$ cat config.mk
export PLATFORM = sky130hd
export DESIGN_NAME = alarm_light_driver_flat
export DESIGN_NICKNAME = d
export VERILOG_FILES = /design/src/rtl/alarm_light_driver_if.sv /design/src/rtl/alarm_light_driver.sv /design/src/flat_wrapper.sv
export SDC_FILE = /design/constraint.sdc
export NUM_CORES = 1
export LEC_CHECK = 0
export ABC_AREA = 1
export BUFFER_PORTS_ARGS = -buffer_cell sky130_fd_sc_hd__buf_2
export CORE_MARGIN = 8
export CORE_UTILIZATION = 52
export CTS_CLUSTER_DIAMETER = 80
export DETAILED_ROUTE_END_ITERATION = 10
export GPL_ROUTABILITY_DRIVEN = 1
export PLACE_DENSITY = 0.76
export SLEW_MARGIN = 5
export SYNTH_ARGS = -nofsm -noshare
export SYNTH_HDL_FRONTEND = slang
export SYNTH_SLANG_ARGS = --single-unit
$ cat constraint.sdc
create_clock -name clk -period 1.55 [get_ports clk]
set_clock_uncertainty 0.2 [all_clocks]
set_input_delay 0.2325 -clock clk [delete_from_list [all_inputs] [get_ports clk]]
set_output_delay 0.2325 -clock clk [all_outputs]
set_load 0.05 [all_outputs]
$ cat src/rtl/alarm_light_driver_if.sv
// Signal bundle between the alarm comparator, clock divider and buttons
// on one side and the alarm light driver on the other.
interface alarm_light_driver_if #(
  parameter int LED_W = 16
);
  logic             tick_1hz;
  logic             tick_fast;
  logic             start_light_alarm;
  logic             stop_btn;
  logic             snooze_btn;
  logic [LED_W-1:0] led;
  logic             ringing;
  logic             snoozing;
  logic             missed;

  // Producer side: ticks, alarm level and buttons; observes the LED/status outputs
  modport master (
    output tick_1hz, tick_fast, start_light_alarm, stop_btn, snooze_btn,
    input  led, ringing, snoozing, missed
  );

  // Driver side
  modport slave (
    input  tick_1hz, tick_fast, start_light_alarm, stop_btn, snooze_btn,
    output led, ringing, snoozing, missed
  );
endinterface

$ cat src/rtl/alarm_light_driver.sv
// Alarm light driver: edge-detects the alarm match level and runs the
// wake-up sequence (chasing LED ring, stop, snooze with bounded count,
// automatic re-ring after snooze, sticky missed flag on ring timeout).
module alarm_light_driver #(
  parameter int LED_W       = 16,
  parameter int RING_SECS   = 60,
  parameter int SNOOZE_SECS = 300,
  parameter int MAX_SNOOZE  = 3
) (
  input  logic                 clk,
  input  logic                 CR,
  alarm_light_driver_if.slave  bus
);

  localparam int SEC_MAX = (RING_SECS > SNOOZE_SECS) ? RING_SECS : SNOOZE_SECS;
  localparam int SEC_W   = (SEC_MAX > 1) ? $clog2(SEC_MAX) : 1;
  localparam int SNZ_W   = (MAX_SNOOZE > 0) ? $clog2(MAX_SNOOZE + 1) : 1;

  localparam logic [SEC_W-1:0] RING_LAST   = SEC_W'(RING_SECS - 1);
  localparam logic [SEC_W-1:0] SNOOZE_LAST = SEC_W'(SNOOZE_SECS - 1);
  localparam logic [SNZ_W-1:0] SNZ_LIMIT   = SNZ_W'(MAX_SNOOZE);
  localparam logic [LED_W-1:0] LED_FIRST   = {{(LED_W-1){1'b0}}, 1'b1};

  typedef enum logic [1:0] {
    IDLE   = 2'd0,
    RING   = 2'd1,
    SNOOZE = 2'd2
  } state_t;

  state_t           state_q, state_d;
  logic [LED_W-1:0] led_q, led_d;
  logic [SEC_W-1:0] sec_cnt_q, sec_cnt_d;
  logic [SNZ_W-1:0] snooze_cnt_q, snooze_cnt_d;
  logic             start_q, start_d;
  logic             missed_q, missed_d;
  logic             ringing_q, ringing_d;
  logic             snoozing_q, snoozing_d;
  logic             trig;

  // Rising edge of the comparator level; a held level never retriggers
  assign trig = bus.start_light_alarm & ~start_q;

  // Next-state and registered-output computation
  always_comb begin
    state_d      = state_q;
    led_d        = led_q;
    sec_cnt_d    = sec_cnt_q;
    snooze_cnt_d = snooze_cnt_q;
    missed_d     = missed_q;
    start_d      = bus.start_light_alarm;

    unique case (state_q)
      IDLE: begin
        led_d = '0;
        if (trig) begin
          state_d      = RING;
          sec_cnt_d    = '0;
          snooze_cnt_d = '0;
          led_d        = LED_FIRST;
        end else if (bus.stop_btn) begin
          missed_d = 1'b0;
        end
      end

      RING: begin
        // Chase step and second count both apply in the same clk if coincident
        if (bus.tick_fast) led_d = {led_q[LED_W-2:0], led_q[LED_W-1]};
        if (bus.tick_1hz)  sec_cnt_d = sec_cnt_q + SEC_W'(1);
        if (bus.stop_btn) begin
          state_d = IDLE;
          led_d   = '0;
        end else if (bus.snooze_btn && (snooze_cnt_q < SNZ_LIMIT)) begin
          state_d      = SNOOZE;
          snooze_cnt_d = snooze_cnt_q + SNZ_W'(1);
          sec_cnt_d    = '0;
          led_d        = '0;
        end else if (bus.tick_1hz && (sec_cnt_q == RING_LAST)) begin
          state_d  = IDLE;
          missed_d = 1'b1;
          led_d    = '0;
        end
      end

      SNOOZE: begin
        led_d = '0;
        if (bus.stop_btn) begin
          state_d = IDLE;
        end else if (trig) begin
          // A fresh alarm event cuts the snooze short but keeps the snooze budget
          state_d   = RING;
          sec_cnt_d = '0;
          led_d     = LED_FIRST;
        end else if (bus.tick_1hz) begin
          if (sec_cnt_q == SNOOZE_LAST) begin
            state_d   = RING;
            sec_cnt_d = '0;
            led_d     = LED_FIRST;
          end else begin
            sec_cnt_d = sec_cnt_q + SEC_W'(1);
          end
        end
      end

      default: begin
        state_d = IDLE;
        led_d   = '0;
      end
    endcase

    ringing_d  = (state_d == RING);
    snoozing_d = (state_d == SNOOZE);
  end

  // State, counters, edge-detect and output registers; CR aborts at once
  always_ff @(posedge clk or posedge CR) begin
    if (CR) begin
      state_q      <= IDLE;
      led_q        <= '0;
      sec_cnt_q    <= '0;
      snooze_cnt_q <= '0;
      start_q      <= 1'b0;
      missed_q     <= 1'b0;
      ringing_q    <= 1'b0;
      snoozing_q   <= 1'b0;
    end else begin
      state_q      <= state_d;
      led_q        <= led_d;
      sec_cnt_q    <= sec_cnt_d;
      snooze_cnt_q <= snooze_cnt_d;
      start_q      <= start_d;
      missed_q     <= missed_d;
      ringing_q    <= ringing_d;
      snoozing_q   <= snoozing_d;
    end
  end

  assign bus.led      = led_q;
  assign bus.ringing  = ringing_q;
  assign bus.snoozing = snoozing_q;
  assign bus.missed   = missed_q;

endmodule

$ cat src/flat_wrapper.sv
// flat-port wrapper written by rule: the top's interface ports become plain ports
module alarm_light_driver_flat 
#(
  parameter int LED_W       = 16,
  parameter int RING_SECS   = 60,
  parameter int SNOOZE_SECS = 300,
  parameter int MAX_SNOOZE  = 3
)
  (clk, CR, bus_tick_1hz, bus_tick_fast, bus_start_light_alarm, bus_stop_btn, bus_snooze_btn, bus_led, bus_ringing, bus_snoozing, bus_missed);
  alarm_light_driver_if #(.LED_W(LED_W)) bus_i ();
  input  logic clk;
  input  logic CR;
  input wire logic [$bits(bus_i.tick_1hz)-1:0] bus_tick_1hz;
  input wire logic [$bits(bus_i.tick_fast)-1:0] bus_tick_fast;
  input wire logic [$bits(bus_i.start_light_alarm)-1:0] bus_start_light_alarm;
  input wire logic [$bits(bus_i.stop_btn)-1:0] bus_stop_btn;
  input wire logic [$bits(bus_i.snooze_btn)-1:0] bus_snooze_btn;
  output wire logic [$bits(bus_i.led)-1:0] bus_led;
  output wire logic [$bits(bus_i.ringing)-1:0] bus_ringing;
  output wire logic [$bits(bus_i.snoozing)-1:0] bus_snoozing;
  output wire logic [$bits(bus_i.missed)-1:0] bus_missed;
  assign bus_i.tick_1hz = bus_tick_1hz;
  assign bus_i.tick_fast = bus_tick_fast;
  assign bus_i.start_light_alarm = bus_start_light_alarm;
  assign bus_i.stop_btn = bus_stop_btn;
  assign bus_i.snooze_btn = bus_snooze_btn;
  assign bus_led = bus_i.led;
  assign bus_ringing = bus_i.ringing;
  assign bus_snoozing = bus_i.snoozing;
  assign bus_missed = bus_i.missed;
  alarm_light_driver #(.LED_W(LED_W), .RING_SECS(RING_SECS), .SNOOZE_SECS(SNOOZE_SECS), .MAX_SNOOZE(MAX_SNOOZE)) u_core (.clk(clk), .CR(CR), .bus(bus_i));
endmodule
=== Yosys cells after proc, flatten, opt, wreduce, memory -nomap -nowiden ===
Cells that the tools add are included.

* Register bits after elaboration: 33
* Bits in latches: 0
* Bits in writable memories: 0
* Memory bits (read-only): 0
* Input bits: 7
* Output and inout bits: 19
* Logic and storage cells: 75
* Memories kept: 0

* Add/sub/neg operators: 2
* Multipliers: 0
* Div/mod/pow operators: 0
* Magnitude comparators: 1
* Eq/ne operators: 16
* Shifts and indexed selects: 0
* Multiplexer cells: 38
* Bitwise operators: 2
* Reductions and logical operators: 8

{| class="wikitable"
|+ Operator list
! cell !! number
|-
| $mux W16 || 7
|-
| $mux W9 || 8
|-
| $pmux W16 S3 || 1
|-
| $pmux W9 S3 || 1
|-
| $mux W2 || 11
|-
| $ne A2 B2 Y1 const B || 5
|-
| $add A9 B1 Y9 const B || 1
|-
| $eq A9 B6 Y1 const B || 1
|-
| $eq A9 B9 Y1 const B || 1
|-
| $reduce_and A4 Y1 || 2
|-
| $mux W1 || 7
|-
| $ne A2 B1 Y1 const B || 3
|-
| $pmux W2 S3 || 1
|-
| $reduce_and A6 Y1 || 1
|-
| $ne A5 B3 Y1 const B || 1
|-
| $eq A2 B1 Y1 const B || 2
|-
| $eq A2 B2 Y1 const B || 2
|-
| $pmux W2 S2 || 1
|-
| $ne A3 B2 Y1 const B || 1
|-
| $reduce_bool A3 Y1 || 1
|-
| $add A2 B1 Y2 const B || 1
|-
| $logic_and A1 B1 Y1 || 2
|-
| $logic_not A2 Y1 || 1
|-
| $lt A2 B2 Y1 const B || 1
|-
| other kinds (4) || 4
|}

=== Depth between registers and ports, before layout ===
* Word-level depth: 7
* Depth in mapped cells: 13
* Depth with buffers taken out: 13

=== Worst setup path before layout ===
OpenSTA, ideal clock, no wires.

* Path type: reg-to-reg
* From: register u_core.snooze_cnt_q[0]
* To: register u_core.snooze_cnt_q[0]
* Library setup time: 119 ps
* Data arrival time: 1371 ps
* Slack: -140 ps
* Cell stages (with the launch flop): 9
* Path buffers: 0
* Period minus slack after synthesis: 1690 ps
* Cells stage by stage: dfrtp_1 ha_1 inv_1 nand2_1 o21ai_0 inv_1 nor2_1 o21ai_0 o21a_1

* Cells in the longest elaborated chain, start to end: 4
* Elaborated cells on any way between the ends: 8
* Those cells by class: 1 x add/sub; 1 x order compare; 1 x eq/ne; 3 x mux; 2 x reduce/logical

{| class="wikitable"
|+ Ends and longest elaborated chain
! item !! line !! text
|-
| from (decl) || alarm_light_driver.sv:33 || <nowiki>logic [SNZ_W-1:0] snooze_cnt_q, snooze_cnt_d;</nowiki>
|-
| from (signal assigned) || alarm_light_driver.sv:129 || <nowiki>snooze_cnt_q <= snooze_cnt_d;</nowiki>
|-
| $add A2 B1 Y2 / $lt A2 B2 Y1 (equally long branches) || alarm_light_driver.sv:74, alarm_light_driver.sv:72 ||
|-
| $mux W2 / $logic_and A1 B1 Y1 (equally long branches) || alarm_light_driver.sv:72 || <nowiki>end else if (bus.snooze_btn && (snooze_cnt_q < SNZ_LIMIT)) begin</nowiki>
|-
| $mux W2 / $ne A2 B1 Y1 (equally long branches) || -- ||
|-
| $pmux W2 S2 / $reduce_and A4 Y1 (equally long branches) || -- ||
|}

Parallel ways exist; a longest one is shown, timed or not. The select of a mux whose other input is x is not followed.
A chain may end at the register's enable or synchronous reset.

=== Final worst setup path ===
* From: register u_core.state_q[1]
* To: register u_core.sec_cnt_q[4]

* Cells in the longest elaborated chain, start to end: 3
* Elaborated cells on any way between the ends: 9
* Those cells by class: 5 x eq/ne; 1 x mux; 3 x reduce/logical

{| class="wikitable"
|+ Ends and longest elaborated chain
! item !! line !! text
|-
| from (decl) || alarm_light_driver.sv:30 || <nowiki>state_t state_q, state_d;</nowiki>
|-
| from (signal assigned) || alarm_light_driver.sv:126 || <nowiki>state_q <= state_d;</nowiki>
|-
| $eq A2 B2 Y1, or another cell as far along || alarm_light_driver.sv:52 || <nowiki>unique case (state_q)</nowiki>
|-
| $ne A3 B2 Y1 (no line), or another cell as far along || -- ||
|-
| $reduce_and A4 Y1 (no line) || -- ||
|-
| to (signal assigned) || alarm_light_driver.sv:128 || <nowiki>sec_cnt_q <= sec_cnt_d;</nowiki>
|-
| to (decl) || alarm_light_driver.sv:32 || <nowiki>logic [SEC_W-1:0] sec_cnt_q, sec_cnt_d;</nowiki>
|}

Parallel ways exist; a longest one is shown, timed or not.

==> metrics.md <==
| Metric | Value |
|---|---|
| Run status | `complete, but fails checks` |
| Failing checks | `negative setup slack` |
| Clock Sinks | `33` |
| Routability cong. | `0.8749` |
| TritonRoute pass-1 iters | `5` |
| Synth top cells by count | `nand2_1, inv_1, dfrtp_1` |
| H-tree depth | `2` |
| Initial DRC count | `267` |
| Setup slack, reg-to-reg | `-340 ps` |
| Distinct cells, synth | `33` |
| Inserted Diodes | `0` |
| Total I/O pin count | `26` |
| Syn Area/Cell | `8.140 µm²` |
| Wirelength per Cell | `19.32 µm` |
| Top cells by area, synth | `dfrtp_1, nand2_1, inv_1` |
| Final Critical Period | `1893 ps` |
| Worst Hold Class | `in -> reg` |
| Gr usage total | `18.60%` |
| Rel. slew slack | `70.85%` |
| Top-count cell post-synth | `nand2_1` |
| Xor and xnor area share after synthesis | `1.286%` |
| Syn nets | `264` |
| Total leakage power | `0.001409 µW` |
| Synth top area share | `40.42%` |
| Setup crit end | `u_core.sec_cnt_q[4]$_DFFE_PP0P_` |
| Antenna violations before repair | `0` |
| CTS Buf Count | `5` |
| Prevailing post-synth register cell | `dfrtp_1` |
| Syn Inst Count | `251` |
| Largest net degree at the start of global routing | `34` |
| Clk root buf | `clkbuf_8` |
| Area Growth Syn to Fin | `42.13%` |
| FF-to-FF Start | `u_core.state_q[1]$_DFF_PP0_` |
| Post-Route WL | `7071 µm` |
| Initial Utilization | `54.98%` |
| Post-Synth Simple-Gate Area | `27.68%` |
| Register bit total from synthesis | `33` |
| Peak Freq | `528.4 MHz` |
| Async SR Flop Fraction | `100.0%` |
| Slew Viols, Final | `0` |
| Cells on worst reg2reg path | `8` |
| Startpoint types | `flip-flop` |
| Util after Layout | `78.15%` |
| Dpl ws | `-282.1 ps` |
| Worst-margin pin slew | `437.3 ps` |
| Final worst path period share | `122.1%` |
| Port bufs | `25` |
| Worst Path Required | `1570 ps` |
| Complex-gate fraction of the synthesized area | `15.55%` |
| DRC | `0` |
| Layout cell share with drive strength beyond 1 | `46.54%` |
| First-pass GRT wire length | `9177 µm` |
| Hpwl dp | `3583 µm` |
| EDFF count, synth | `0` |
| CTS tree | `yes` |
| Vias post-DR | `2173` |
| Vias in the first global route | `1914` |
| DRT antenna net count | `0` |
| CP startpoint | `u_core.state_q[1]$_DFF_PP0_` |
| Core Area | `0.003716 mm²` |
| VDD IR max | `787.7 µV` |
| Site row count | `22` |
| Max-cap violations | `0` |
| Die Y | `78.69 µm` |
| Final Hold Fails | `0` |
| Worst skew pair latency | `290 ps` |
| Reg-to-reg endpoint | `u_core.sec_cnt_q[4]$_DFFE_PP0P_` |
| Final setup viols | `32` |
| Die Wd | `78.69 µm` |
| Critical Path End Type | `flip-flop` |
| Clock buffer depth | `2` |
| Warnings, synthesis | `0` |
| Grt total ovfl | `0` |
| Clock transition at the registers of the reported paths | `80 ps` |
| Synth area leader | `dfrtp_1` |
| PD cells | `1394 mW/mm²` |
| Mapped cell area | `0.002043 mm²` |
| Kind of critical path | `reg -> reg` |
| CP arrival | `1910 ps` |
| Main combinational cell family by area after synthesis | `simple AND/OR/NAND/NOR gates` |
| Hold WS | `41.83 ps` |
| Sequential element share of the synthesized area | `40.42%` |
| Die ar. | `0.006191 mm²` |
| Unrepaired setup endpoints after global routing | `true` |
| Worst setup margin | `-342.5 ps` |
| Via-per-instance ratio | `5.937` |
| Synth Area in Adders | `3.674%` |
| Final-stage net count | `330` |
| Fraction of synthesized area in multiplexers | `0.4899%` |
| CP Max Fanout | `8` |
-- power by group --
part           internal [µW]  switching, µW  total (µW)  leakage (µW)
registers                956           79.9        1040      0.000450
clock network            481            354         835     0.0000543
logic                    873           1310        2180      0.000904
total                   2310           1740        4050       0.00141
-- flip-flops by register name, indices dropped and copies added (netlist names) --
signal and count:
u_core.state_q 2, u_core.bus.snoozing 1, u_core.bus.ringing 1, u_core.bus.led 16, u_core.start_q 1, u_core.sec_cnt_q 9, u_core.bus.missed 1, u_core.snooze_cnt_q 2
-- worst min-delay path by stage --
stage / end / cells past startpoint / slack (ps) / startpoint
after floorplan: u_core.start_q$_DFF_PP0_ / 0 / 60 / bus_start_light_alarm
after global placement: u_core.bus.led[10]$_DFFE_PP0P_ / 3 / 150 / CR
after detailed placement: u_core.bus.led[10]$_DFFE_PP0P_ / 3 / 150 / CR
after CTS: u_core.bus.led[6]$_DFFE_PP0P_ / 3 / 30 / bus_tick_fast
after global routing: u_core.bus.led[6]$_DFFE_PP0P_ / 3 / 30 / bus_tick_fast
final: u_core.bus.led[6]$_DFFE_PP0P_ / 3 / 40 / bus_tick_fast
-- metal layers --
metal / wire length [µm] / track usage [%]
met4: 398 / 8.333
met2: 3502 / 31.07
met5: 0 / 0
met1: 2603 / 22.47
met3: 567 / 3.872
-- worst max-delay path, cell delays in order, from the launching register on --
cell and delay (ps):
dfrtp_1 450, buf_6 150, ha_4 170, a21oi_4 180, nand3_4 140, nor2_4 180
buf_12 160, nand3_1 90, o21ai_1 90
-- kinds of logic after synthesis --
| group | Yosys count |
|---|---|
| simple gates | 113 |
| mux | 1 |
| compound gates | 44 |
| fa+ha+maj | 6 |
| buf+inv | 51 |
| xor+xnor | 3 |
| flops | 33 |
-- cell usage in the layout (no fill, tap or decap), types with 2 or more instances in the layout --
| cell | count |
|---|---|
| nand3_2 | 9 |
| inv_2 | 9 |
| nand3_4 | 3 |
| nand4_4 | 2 |
| clkbuf_8 | 5 |
| o22ai_1 | 2 |
| ha_1 | 2 |
| buf_2 | 25 |
| nand2_2 | 13 |
| nor2_1 | 15 |
| buf_12 | 2 |
| o21ai_0 | 6 |
| xor2_1 | 2 |
| nand2_4 | 5 |
| o21ai_2 | 4 |
| buf_4 | 33 |
| inv_4 | 3 |
| nand2_1 | 41 |
| nor2_4 | 7 |
| nand3_1 | 14 |
| buf_6 | 3 |
| dfrtp_1 | 32 |
| ha_4 | 3 |
| o21ai_4 | 2 |
| o211ai_1 | 7 |
| a21oi_4 | 2 |
| o21ai_1 | 9 |
| o22ai_2 | 10 |
| nor3_1 | 2 |
| inv_1 | 31 |
| dlygate4sd3_1 | 2 |
-- metrics by stage --
stage | cell area, µm² | cells | total power (µW) | setup TNS (ps)
floorplan | 2108 | 251 | 2026 | -1421
global placement | 2434 | 343 | 2480 | -5256
detailed placement | 2434 | 343 | 2519 | -6628
CTS | 2694 | 359 | 3556 | -4389
global route | 2904 | 366 | 4198 | -8506
finish | 2904 | 366 | 4049 | -6793
-- final cells by class --
cell class	instances	area, µm²
Clock inverter	3	46.29
Multi-Input combinational cell	168	1255
Timing Repair Buffer	65	466.7
Fill cell	234	812.0
Tap cell	48	60.06
Sequential cell	33	827.0
Clock buffer	5	68.82
Inverter	44	180.2
-- repair_timing --
item                                   in CTS  in global routing
endpoints found under the hold margin      34                  0
setup buffers                               5                  7
gates cloned                                1                  0
gates resized for setup                    20                 44
pin swaps                                  10                 21
hold buffers                                2                  0
setup endpoints to repair                  32                 32
(Power assumes the default switching activity.)
